## config.mk

```make
export PLATFORM = sky130hd
export DESIGN_NAME = debouncer_multi_ch
export DESIGN_NICKNAME = d
export VERILOG_FILES = /design/src/rtl/debouncer_pkg.sv /design/src/rtl/debouncer_channel.sv /design/src/rtl/debouncer_multi_ch.sv
export SDC_FILE = /design/constraint.sdc
export NUM_CORES = 1
export LEC_CHECK = 0
export CORE_UTILIZATION = 27
export CTS_BUF_LIST = sky130_fd_sc_hd__clkbuf_4
export CTS_CLUSTER_SIZE = 10
export DETAILED_ROUTE_END_ITERATION = 10
export SYNTH_ARGS = -nofsm -noshare
export SYNTH_HDL_FRONTEND = slang
export SYNTH_SLANG_ARGS = --single-unit
```

## constraint.sdc

```tcl
create_clock -name clk -period 4 [get_ports clk]
set_clock_uncertainty 0.05 [all_clocks]
set_input_delay 0.6 -clock clk [delete_from_list [all_inputs] [get_ports clk]]
set_output_delay 0.6 -clock clk [all_outputs]
set_load 0.02 [all_outputs]
```

## src/rtl/debouncer_pkg.sv

```systemverilog
// Shared constants for the multi-channel debouncer: FSM state encoding and
// the synchronizer depth that applies when DEBOUNCER_SYNC_EN is defined.
package debouncer_pkg;

   typedef enum logic [1:0] {
      LOW    = 2'b00,
      WAIT_H = 2'b01,
      HIGH   = 2'b10,
      WAIT_L = 2'b11
   } state_e;

   localparam int unsigned SYNC_STAGES = 2;

endpackage

```

## src/rtl/debouncer_channel.sv

```systemverilog
// One debounce channel: delayed-debounce FSM with a tick-gated timer and registered
// rise/fall pulses. Defining DEBOUNCER_SYNC_EN adds a 2-flop input synchronizer.
module debouncer_channel
   import debouncer_pkg::*;
#(
   parameter int unsigned CNT_W          = 20,
   parameter int unsigned DEBOUNCE_TICKS = 1000
) (
   input  logic clk,
   input  logic reset_n,
   input  logic tick,
   input  logic noisy,
   output logic debounced,
   output logic rise,
   output logic fall,
   output logic busy
);

   localparam logic [CNT_W-1:0] TERM = CNT_W'(DEBOUNCE_TICKS - 1);

   logic s;

`ifdef DEBOUNCER_SYNC_EN
   logic [SYNC_STAGES-1:0] sync_q;

   always_ff @(posedge clk) begin
      if (!reset_n) begin
         sync_q <= '0;
      end else begin
         sync_q <= {sync_q[SYNC_STAGES-2:0], noisy};
      end
   end

   assign s = sync_q[SYNC_STAGES-1];
`else
   assign s = noisy;
`endif

   state_e           state_q;
   logic [CNT_W-1:0] cnt_q;
   logic             debounced_q;
   logic             rise_q;
   logic             fall_q;
   logic             busy_q;

   always_ff @(posedge clk) begin
      if (!reset_n) begin
         state_q     <= LOW;
         cnt_q       <= '0;
         debounced_q <= 1'b0;
         rise_q      <= 1'b0;
         fall_q      <= 1'b0;
         busy_q      <= 1'b0;
      end else begin
         rise_q <= 1'b0;
         fall_q <= 1'b0;
         case (state_q)
            LOW: begin
               cnt_q       <= '0;
               debounced_q <= 1'b0;
               if (s) begin
                  state_q <= WAIT_H;
                  busy_q  <= 1'b1;
               end
            end
            WAIT_H: begin
               if (!s) begin
                  state_q <= LOW;
                  cnt_q   <= '0;
                  busy_q  <= 1'b0;
               end else if (tick && cnt_q == TERM) begin
                  state_q     <= HIGH;
                  cnt_q       <= '0;
                  busy_q      <= 1'b0;
                  debounced_q <= 1'b1;
                  rise_q      <= 1'b1;
               end else if (tick) begin
                  cnt_q <= cnt_q + 1'b1;
               end
            end
            HIGH: begin
               cnt_q       <= '0;
               debounced_q <= 1'b1;
               if (!s) begin
                  state_q <= WAIT_L;
                  busy_q  <= 1'b1;
               end
            end
            WAIT_L: begin
               if (s) begin
                  state_q <= HIGH;
                  cnt_q   <= '0;
                  busy_q  <= 1'b0;
               end else if (tick && cnt_q == TERM) begin
                  state_q     <= LOW;
                  cnt_q       <= '0;
                  busy_q      <= 1'b0;
                  debounced_q <= 1'b0;
                  fall_q      <= 1'b1;
               end else if (tick) begin
                  cnt_q <= cnt_q + 1'b1;
               end
            end
            default: begin
               state_q     <= LOW;
               cnt_q       <= '0;
               debounced_q <= 1'b0;
               busy_q      <= 1'b0;
            end
         endcase
      end
   end

   assign debounced = debounced_q;
   assign rise      = rise_q;
   assign fall      = fall_q;
   assign busy      = busy_q;

endmodule

```

## src/rtl/debouncer_multi_ch.sv

```systemverilog
// CH_NUM independent debounce channels sharing one timer tick.
// Define DEBOUNCER_SYNC_EN to add a 2-flop synchronizer on every noisy input.
module debouncer_multi_ch #(
   parameter int unsigned CH_NUM         = 4,
   parameter int unsigned CNT_W          = 20,
   parameter int unsigned DEBOUNCE_TICKS = 1000
) (
   input  logic              clk,
   input  logic              reset_n,
   input  logic              tick,
   input  logic [CH_NUM-1:0] noisy,
   output logic [CH_NUM-1:0] debounced,
   output logic [CH_NUM-1:0] rise,
   output logic [CH_NUM-1:0] fall,
   output logic [CH_NUM-1:0] busy
);

   for (genvar i = 0; i < CH_NUM; i++) begin : g_ch
      debouncer_channel #(
         .CNT_W          (CNT_W),
         .DEBOUNCE_TICKS (DEBOUNCE_TICKS)
      ) u_ch (
         .clk       (clk),
         .reset_n   (reset_n),
         .tick      (tick),
         .noisy     (noisy[i]),
         .debounced (debounced[i]),
         .rise      (rise[i]),
         .fall      (fall[i]),
         .busy      (busy[i])
      );
   end

endmodule

```

==> run metrics <==
sequential share of the synthesized area between 40% and 50%; H-tree lvl count 3; crit end category register; Clock Sinks around 100; Leak around 1.9 nW; switching share of power 32.1%; post-synthesis xor/xnor area fraction 12.7%; Worst Hold Path Cells 2; sequential share of power between 50 and 60%; Initial Util between 20 and 30%; TNS Setup 0 ps; layout cell share with drive strength beyond 1 around 6.4%; CTS Buffer Depth 2; clk slew on worst S/H paths 160 ps; layout net count roughly 620; vias after detailed routing 3728; final WL approximately 9000 um; IR drop worst, VDD between 100 and 150 uV; CTS tree built; Rel. slew slack 45.9%; register bit total from synthesis about 100; initial antenna violation count 1; post-synth top area cell dfxtp_1; Worst-Skew Late Latency between 400 and 500 ps; Synth Net Count just over 600; Hold Fails Final Rpt 0; GP Congestion between 0.7 and 0.8; syn avg cell area 8.79 sq um; most frequent cell after synthesis nor2_1; Simple-Gate Fraction of Synth Area around 28%; min cycle time layout around 2600 ps; Main synth FF type dfxtp_1; Antenna diodes 0; WL per Instance ~11 um; TritonRoute pass-1 iters 4; largest net degree at the start of global routing 36; Post-CTS Hold Buffers 0; Hold WC Path Type reg -> reg; cts repair resizes 0; GRT Residual Overflow 0; Mapped Area between 0.005 and 0.006 sq mm; drt initial violations approximately 160; Synth cell types just under 50; first-pass GRT wire length about 16000 um; R2R Setup Slk ~1800 ps; post-CTS setup buffer count 0; RSZ-0062 raised after global routing no; max-cap violations 0; top cell type's share of synthesized area around two fifths; Crit Path Category in -> reg; IO Port Bufs 22; Critical Path Start Type primary input; Comb pwr share between 20 and 25%; chip width 140 um; drt drc 0; Post-synth EDFFs 0; dpl hpwl between 6000 and 7000 um; mux contribution to synthesized area between 4 and 5%; Layout area overhead 8.48%; crit path max fanout 20; critical path's largest stage delay 740 ps; Min-Delay Startpoint g_ch[1].u_ch.debounced; final setup fails 0; Critical Path RT about 4300 ps; FILL cells about 2000; row cnt 50; # IOs 23; Critical Path AT roughly 2900 ps; die area roughly 0.02 sq mm; final period utilization approximately 65%; die height 140 um; non-filler cells, final roughly 830; CORE AREA 0.0187 sq mm; Synth warnings 0; final slew viol count 0; Worst Hold Endpoint g_ch[1].u_ch.debounced; R2R cell count 6; Pwr Density around 380 mW/mm^2; Synth top cells by count nor2_1, dfxtp_1, nand2_1; Cells after Synth slightly below 600; P_int around 0.0014 W; status complete, no violations; largest family of logic cells by synthesized area simple AND/OR/NAND/NOR gates; Fmax achieved 387 MHz; Synth Area in Compound Gates under 10%; worst-margin pin slew roughly 810 ps; placed insts 812; slowest CP cell clkdlybuf4s50_1; R2R Path End g_ch[3].u_ch.cnt_q[16]; Reg2Reg Launch Point g_ch[3].u_ch.cnt_q[0]; Num CTS Buffers 9; Crit. Startpoint tick; clock root buffer master clkbuf_4; Routed Antenna Nets 0; clock network fraction of total power roughly a quarter; vias in the first global route approximately 3400; Critical Path, Cell by Cell clkdlybuf4s50_1 > nand2_1 > nor4_1 > and4_1 > nand3b_1 > nor2_1; top cells by area, synth dfxtp_1, nor2_1, xnor2_1; Total GRT Usage 9.79%; NetSw between 0.0006 and 0.0007 W; DR vias/cell between 4 and 5; post-synthesis adder-cell area fraction under 10%; asr flop ratio synth 0%
-- registers in the layout, summed over array words and instances, names as in the netlist, named ones only --
| signal | flops |
|---|---|
| g_ch.u_ch.cnt_q | 80 |
| g_ch.u_ch.fall | 4 |
| g_ch.u_ch.state_q | 4 |
| g_ch.u_ch.debounced | 4 |
| g_ch.u_ch.rise | 4 |
| g_ch.u_ch.busy | 4 |
-- power groups by stage --
stage                     logic (W)  registers, W  clock network [W]
after detailed placement   0.000470       0.00118                  0
final                      0.000466       0.00115           0.000497
after CTS                  0.000471       0.00116           0.000530
after floorplan            0.000387       0.00116                  0
after global routing       0.000524       0.00117           0.000567
after global placement     0.000470       0.00118                  0
-- kinds of logic (layout without fill, tap and decap cells) --
| kind of cell | Yosys count | after routing |
|---|---|---|
| flops | 104 | 104 |
| buf+inv | 51 | 58 |
| mux | 21 | 21 |
| compound gates | 32 | 32 |
| fa+ha+maj | 20 | 20 |
| xor+xnor | 75 | 75 |
| simple gates | 284 | 284 |
-- area by class of cell --
type | count | area, sq um | share of cell area (%)
inverters | 16 | 60.1 | 1.07
well taps | 234 | 293 | 5.23
multi-input cells | 432 | 2790 | 49.9
flip-flops and latches | 104 | 2080 | 37.2
repair buffers | 26 | 250 | 4.47
clock buffers | 9 | 67.6 | 1.21
clock inverters | 7 | 53.8 | 0.961
-- worst max path at each step --
stage	end	slack, ps
after floorplan	g_ch[1].u_ch.cnt_q[19]	2130
after global placement	g_ch[3].u_ch.cnt_q[15]	970
after detailed placement	g_ch[3].u_ch.cnt_q[19]	880
after CTS	g_ch[3].u_ch.cnt_q[19]	1440
after global routing	g_ch[3].u_ch.cnt_q[19]	1250
final	g_ch[3].u_ch.cnt_q[16]	1420
-- critical path, delay by kind of cell --
family                 cells  cell delay [ps]
buffers and inverters      1              740
AND/OR/NAND/NOR            5             1530
-- placed cells by master (no fill, tap or decap), types with 10 or more instances in the layout --
cell	synthesis	routed
ha_1	20	20
nor3_1	13	13
dfxtp_1	104	104
mux2i_1	21	21
nand2_1	52	52
nand3_1	26	26
xor2_1	37	37
clkdlybuf4s50_1	0	22
inv_1	16	16
nor2_1	105	105
and4_1	14	14
nand4_1	15	15
xnor2_1	38	38
o21ai_0	10	10
and3_1	10	10
-- per-layer routing --
metal / vias to the layer above / wire length (um) / GRT usage, % / share of wire, %
met5: - / 13 / 0 / 0.14
met4: 2 / 79 / 2.66 / 0.87
met3: 8 / 329 / 3.66 / 3.6
met2: 27 / 3810 / 14.7 / 42
met1: 1713 / 4860 / 13.1 / 53
li1: 1978 / - / - / -
-- through the flow --
step	util [%]	setup WS (ps)	total power [W]	hold WS, ps	area, sq um
after floorplan	-	2130	0.00155	388	5160
after detailed placement	29.3	878	0.00165	424	5480
after global placement	29.3	974	0.00165	399	5480
after CTS	29.9	1440	0.00216	443	5600
final	29.9	1420	0.00212	434	5600
after global routing	29.9	1250	0.00226	467	5600
(Power assumes the default switching activity.)
